`src/rtl/layer_sequencer.sv`:
```
// Layer sequencer: issues one start per layer, waits for all enabled units.
// Optional WAIT watchdog enabled by defining LAYER_SEQ_TIMEOUT_EN.
module layer_sequencer #(
  parameter int NUM_UNITS      = 4,
  parameter int NUM_LAYERS     = 3,
  parameter int LAYER_W        = 2,
  parameter int TIMEOUT_CYCLES = 1024
) (
  input  logic                 CLK,
  input  logic                 RST,
  input  logic                 START,
  input  logic                 ABORT,
  input  logic [NUM_UNITS-1:0] UNIT_MASK,
  input  logic [NUM_UNITS-1:0] UNIT_DONE,
  output logic                 LAYER_START,
  output logic [LAYER_W-1:0]   LAYER_IDX,
  output logic [NUM_UNITS-1:0] PENDING,
  output logic                 BUSY,
  output logic                 DONE,
  output logic                 ERROR
);

  typedef enum logic [2:0] {
    S_IDLE,
    S_ISSUE,
    S_WAIT,
    S_ADVANCE,
    S_FINISH
  } state_t;

  localparam logic [LAYER_W-1:0] LAST_LAYER = LAYER_W'(NUM_LAYERS - 1);

  state_t               state_q, state_d;
  logic [LAYER_W-1:0]   layer_q, layer_d;
  logic [NUM_UNITS-1:0] flags_q, flags_d;
  logic [NUM_UNITS-1:0] mask_q, mask_d;
  logic                 all_done;
  logic                 timeout;
  logic                 accept;

  // Same-cycle done pulses count, so a WAIT can last a single cycle.
  assign all_done = &(flags_q | UNIT_DONE | ~mask_q);
  assign accept   = (state_q == S_IDLE) && START && !ABORT;

`ifdef LAYER_SEQ_TIMEOUT_EN
  localparam int CW = (TIMEOUT_CYCLES > 1) ? $clog2(TIMEOUT_CYCLES) : 1;
  localparam logic [CW-1:0] CNT_LAST = CW'(TIMEOUT_CYCLES - 1);

  logic [CW-1:0] cnt_q, cnt_d;
  logic          err_q, err_d;

  assign timeout = (cnt_q == CNT_LAST);

  always_comb begin
    cnt_d = cnt_q;
    err_d = err_q;
    if (accept) err_d = 1'b0;
    if (state_q == S_ISSUE) cnt_d = '0;
    if (state_q == S_WAIT) begin
      cnt_d = cnt_q + 1'b1;
      if (!all_done && timeout && !ABORT) err_d = 1'b1;
    end
  end

  always_ff @(posedge CLK) begin
    if (RST) begin
      cnt_q <= '0;
      err_q <= 1'b0;
    end else begin
      cnt_q <= cnt_d;
      err_q <= err_d;
    end
  end

  assign ERROR = err_q;
`else
  logic unused_timeout_cfg;
  assign unused_timeout_cfg = ^TIMEOUT_CYCLES;
  assign timeout = 1'b0;
  assign ERROR   = 1'b0;
`endif

  always_comb begin
    state_d = state_q;
    layer_d = layer_q;
    flags_d = flags_q;
    mask_d  = mask_q;
    unique case (state_q)
      S_IDLE: begin
        if (accept) begin
          mask_d  = UNIT_MASK;
          layer_d = '0;
          state_d = S_ISSUE;
        end
      end
      S_ISSUE: begin
        flags_d = '0;
        state_d = S_WAIT;
      end
      S_WAIT: begin
        flags_d = flags_q | (UNIT_DONE & mask_q);
        if (all_done) begin
          state_d = S_ADVANCE;
        end else if (timeout) begin
          state_d = S_IDLE;
          flags_d = '0;
        end
      end
      S_ADVANCE: begin
        if (layer_q == LAST_LAYER) begin
          state_d = S_FINISH;
        end else begin
          layer_d = layer_q + 1'b1;
          state_d = S_ISSUE;
        end
      end
      S_FINISH: state_d = S_IDLE;
      default:  state_d = S_IDLE;
    endcase
    if (ABORT && (state_q != S_IDLE)) begin
      state_d = S_IDLE;
      flags_d = '0;
    end
  end

  always_ff @(posedge CLK) begin
    if (RST) begin
      state_q <= S_IDLE;
      layer_q <= '0;
      flags_q <= '0;
      mask_q  <= '0;
    end else begin
      state_q <= state_d;
      layer_q <= layer_d;
      flags_q <= flags_d;
      mask_q  <= mask_d;
    end
  end

  assign LAYER_START = (state_q == S_ISSUE);
  assign DONE        = (state_q == S_FINISH);
  assign BUSY        = (state_q != S_IDLE);
  assign LAYER_IDX   = layer_q;
  assign PENDING     = (state_q == S_WAIT) ? (mask_q & ~flags_q) : '0;

endmodule

```
`config.mk`:
```
export PLATFORM = sky130hd
export DESIGN_NAME = layer_sequencer
export DESIGN_NICKNAME = d
export VERILOG_FILES = /design/src/rtl/layer_sequencer.sv
export SDC_FILE = /design/constraint.sdc
export NUM_CORES = 1
export LEC_CHECK = 0
export BUFFER_PORTS_ARGS = -buffer_cell sky130_fd_sc_hd__buf_4
export CAP_MARGIN = 15
export CORE_UTILIZATION = 25
export DETAILED_ROUTE_END_ITERATION = 8
export SYNTH_ARGS = -nofsm -noshare
export SYNTH_HDL_FRONTEND = slang
export SYNTH_SLANG_ARGS = --single-unit
```
`constraint.sdc`:
```
create_clock -name CLK -period 1.8 [get_ports CLK]
set_clock_uncertainty 0.1 [all_clocks]
set_input_delay 0.18 -clock CLK [delete_from_list [all_inputs] [get_ports CLK]]
set_output_delay 0.18 -clock CLK [all_outputs]
set_load 0.03 [all_outputs]
```
---- Yosys cells after proc, flatten, opt, wreduce, memory -nomap -nowiden ----
Cells that the tools add are included.
operators by class
  add/subtract/negate cells ............... 1
  $mul .................................... 0
  div/mod/pow operators ................... 0
  magnitude comparators ................... 0
  equal/unequal tests ..................... 8
  shift-type cells ........................ 0
  mux-type cells .......................... 9
  bitwise gates (word level) .............. 7
  reduce and logical (&&, ||, !) cells .... 13
operators with widths
  cell                                                                    number
  4-bit OR                                                                3
  3-bit one-hot mux with 4 select lines                                   1
  3-bit 2-to-1 mux                                                        3
  4-bit bitwise AND                                                       2
  4-bit NOT                                                               2
  4-bit one-hot mux with 2 select lines                                   1
  3-bit by 2-bit equality test with 1-bit output (second input constant)  2
  2-bit inequality test (second input constant)                           3
  2-bit 2-to-1 mux                                                        2
  4-bit 2-to-1 mux                                                        1
  2-bit one-hot mux with 2 select lines                                   1
  2-bit AND reduction                                                     2
  4-bit AND reduction                                                     1
  2-bit nonzero test                                                      2
  3-bit by 1-bit equality test with 1-bit output (second input constant)  1
  3-bit equality test (second input constant)                             1
  1-bit logical AND                                                       3
  3-bit logical NOT                                                       1
  3-bit AND reduction                                                     1
  3-bit nonzero test                                                      1
  2-bit by 1-bit adder with 2-bit output (second input constant)          1
  2-bit equality test (second input constant)                             1
  2-bit OR reduction                                                      1
  1-bit logical NOT                                                       1
word-level totals
  bits in registers ....................... 13
  bits in latches ......................... 0
  memory bits (writable) .................. 0
  ROM bits ................................ 0
  input port bits ......................... 12
  word-level logic and storage cells ...... 42
  memories ................................ 0

---- Logic depth before layout (Yosys ltp) ----
  depth in word-level cells ............... 5
  depth in mapped cells ................... 5
  gate-level depth less buffers ........... 5

---- Worst setup path before layout ----
No wires, ideal clock.
  kind .................................... register to register
  start ................................... register layer_q[0] (netlist: LAYER_IDX[0])
  end ..................................... register state_q[0]
  setup time .............................. 59 ps
  data arrival time ....................... 1566 ps
  slack ................................... 76 ps
  stages on the path, launching flop included .. 6
  buffers on the path ..................... 0
  path through ............................ dfxtp_1 > inv_1 > ha_1 > nand2b_1 > a2111oi_0 > o221a_2
between the ends
  cells in the longest elaborated chain, start to end .. 3
RTL lines
  what                                   RTL line  text
  from (decl)                            34        logic [LAYER_W-1:0] layer_q, layer_d;
  from (signal assigned)                 134       layer_q <= layer_d;
  2-bit equality test                    110       if (layer_q == LAST_LAYER) begin
  3-bit 2-to-1 mux                       110
  3-bit one-hot mux with 4 select lines  88        unique case (state_q)
  to (signal assigned)                   133       state_q <= state_d;
  to (decl)                              33        state_t state_q, state_d;
No other way between the ends.
A chain may end at the register's enable or synchronous reset.

---- Worst setup path after layout ----
  start ................................... register state_q[0]
  end ..................................... output LAYER_START
between the ends
  cells in the longest elaborated chain, start to end .. 1
RTL lines
  what                                            RTL line  text
  3-bit by 1-bit equality test with 1-bit output  140       assign LAYER_START = (state_q == S_ISSUE);
  to (decl)                                       15        output logic LAYER_START,
No other way between the ends.

==> results.json <==
{
  "grt_pass1_wl_mm": 2.59,
  "min_period_ps": 1700,
  "drt_first_pass_iters": 3,
  "grt_max_degree": 10,
  "r2r_slack_ps": 210,
  "hpwl_mm": 1.15,
  "p_total_mw": 0.565,
  "crit-reg2reg-launch": "LAYER_IDX[0]",
  "crit_type": "reg2out",
  "die_h_um": 53.9,
  "synth_top_family_by_area": "simple AND/OR/NAND/NOR gates",
  "insertion_delay_ps": 280,
  "design_area_um2": 877,
  "worstSetupEndpointType": "output port",
  "worstHoldStart": "RST",
  "netlist_area_um2": 673,
  "cts-root-buf": "clkbuf_4",
  "synth_edf_count": 0,
  "worst_slew_pin_slew_ps": 500,
  "cts_buffer_depth": 2,
  "clk_pin_slew_ps": 80,
  "h-tree-depth": 1,
  "period_share_pct": 94.3,
  "final_max_slew_viol_count": 0,
  "hp-class": "in2reg",
  "grt.total_usage_pct": 12.5,
  "hold_end": "state_q[1]",
  "worst_path_largest_cell_delay_ps": 460,
  "vdd_drop_max_v": 0.000482,
  "power_density_nw_per_um2": 644,
  "core_region_area_um2": 2500,
  "first_global_vias": 553,
  "synth.area.mux_share_pct": 0,
  "setup_viol": 0,
  "initial_core_util_pct": 26.9,
  "dr_total_vias": 644,
  "syn_inst": 76,
  "syn_nets": 89,
  "numCtsBuffers": 3,
  "die_x_um": 53.9,
  "dpl_cell_area_um2": 831,
  "yosys.area.top_type": "dfxtp_1",
  "drive_above_1_share_pct": 30.9,
  "cts_tree": "yes",
  "worstPathRequired_ps": 1520,
  "crit_slowest_cell": "or3b_1",
  "leakagePower_nw": 0.332,
  "max_cap_violations": 0,
  "relSlewSlack_pct": 66.6,
  "ios": 22,
  "finalWorstSetupSlack_ps": 103,
  "holdPathStages": 2,
  "fmax_mhz": 589,
  "yosys.area.top_type_share_pct": 38.7,
  "status": "finished clean",
  "critPathLaunchType": "flop",
  "fin_tns_setup_ps": 0,
  "synth_xor_area_share_pct": 1.30,
  "synth_cell_type_count": 31,
  "portBuffers": 20,
  "layout.nets": 111,
  "antenna_found_initial": 0,
  "drcViolationCount": 0,
  "worst_ep_arrival_time_ps": 1420,
  "synth_compound_area_share_pct": 20.4,
  "grt.overflow.total": 0,
  "dieArea_um2": 2900,
  "crit_chain": "or3b_1 -> inv_1 -> buf_4",
  "via_per_inst": 5.07,
  "rsz0062_at_grt": "false",
  "rows": 18,
  "place_ws_ps": 202,
  "r2r_end": "state_q[0]",
  "synth_adder_area_share_pct": 1.86,
  "cp_max_fo": 9,
  "synth_seq_area_share_pct": 38.7,
  "routed_wl_mm": 1.61,
  "async_reset_ff_share_pct": 0,
  "worstRegToRegCells": 5,
  "drtIter0Drc": 7,
  "hold_viol": 0,
  "place_congestion": 0.668,
  "syn2layout_area_growth_pct": 30.3,
  "synth_simple_gate_area_share_pct": 31.0,
  "yosys_warnings": 0,
  "diodes": 0,
  "syn_area_per_cell_um2": 8.86,
  "synth_ff_type": "dfxtp_1",
  "synth.area.top_cells": "dfxtp_1 39%, nor3b_1 11%, a32oi_1 5.2%",
  "postRouteAntennaNets": 0,
  "ys_ff_latch": 13,
  "cts_sinks": 13,
  "utilization_pct": 35.1,
  "wire_per_inst_um": 12.7
}
==> cell usage in the layout (no fill, tap or decap), types with 2 or more instances in the layout <==
cell type	synthesis	routed
buf_4	2	20
dfxtp_1	13	11
nor3b_1	10	9
nor2_1	6	6
nand3_1	5	5
o21ai_0	5	5
a32oi_1	4	4
a21oi_1	4	4
clkbuf_4	0	3
inv_1	2	2
nor4_1	2	2
nand2b_1	2	2
dfxtp_2	0	2
==> stage by stage <==
stage	hold WS, ps	std cells
after global placement	292	122
after CTS	31.0	127
final	33.6	127
after floorplan	157	76
after global routing	27.7	127
after detailed placement	290	122
==> final cells by class <==
class,count,area [um2]
Fill cell,263,1620
Multi-Input combinational cell,56,379
Tap cell,30,37.5
Sequential cell,13,263
Clock buffer,4,26.3
Inverter,3,11.3
Timing Repair Buffer,21,160
==> worst max-delay path, delay by kind of cell, from the launching register on <==
kind | cells | cell delay, ps
flops | 1 | 440
buf+inv | 2 | 240
simple gates | 1 | 460
==> power breakdown <==
part           switching (mW)  internal, mW  total, mW
Sequential            0.00968         0.294      0.304
Combinational          0.0423        0.0381     0.0804
Clock                  0.0944        0.0860      0.180
==> synthesized netlist by cell type, types with 2 or more instances <==
cell type	number
buf_4	2
dfxtp_1	13
nand2b_1	2
nand2_1	2
nor4_1	2
inv_1	2
nand3_1	5
nor3b_1	10
nor2_1	6
o21ai_0	5
a32oi_1	4
a21oi_1	4
==> per-layer routing <==
metal  wire, um  up-vias  track usage (%)  share of wire [%]
met4         19        0             2.63                1.2
met5          0        -                0                  0
met3         71        2             5.37                4.4
met1        845      305             18.8                 52
li1           -      323                -                  -
met2        676       14             16.0                 42
==> logic make-up after synthesis <==
family	after synthesis
and+or+nand+nor	33
AOI/OAI and AO/OA	20
DFF	13
buffers and inverters	7
xor gates and xnor gates	1
adders and majority gates	1
other	1
==> how the worst max path moves through the flow <==
stage / start / end / slack, ps
after floorplan: LAYER_IDX[0] / state_q[0] / 80
after global placement: LAYER_IDX[0] / state_q[0] / 240
after detailed placement: LAYER_IDX[0] / state_q[0] / 200
after CTS: state_q[1] / PENDING[1] / 40
after global routing: state_q[2] / LAYER_START / 20
final: state_q[0] / LAYER_START / 100
==> state kept, by name (all words and copies together), names as in the netlist <==
register,count
mask_q,4
state_q,3
LAYER_IDX,2
flags_q,4
==> what timing repair did <==
| item | 4_1_cts | 5_1_grt |
|---|---|---|
| setup buffers | 0 | 0 |
| endpoints found under the setup margin | 1 | 4 |
| resized for setup | 1 | 3 |
| endpoints found under the hold margin | 1 | 0 |
| hold buffers | 1 | 0 |
(Power assumes the default switching activity.)
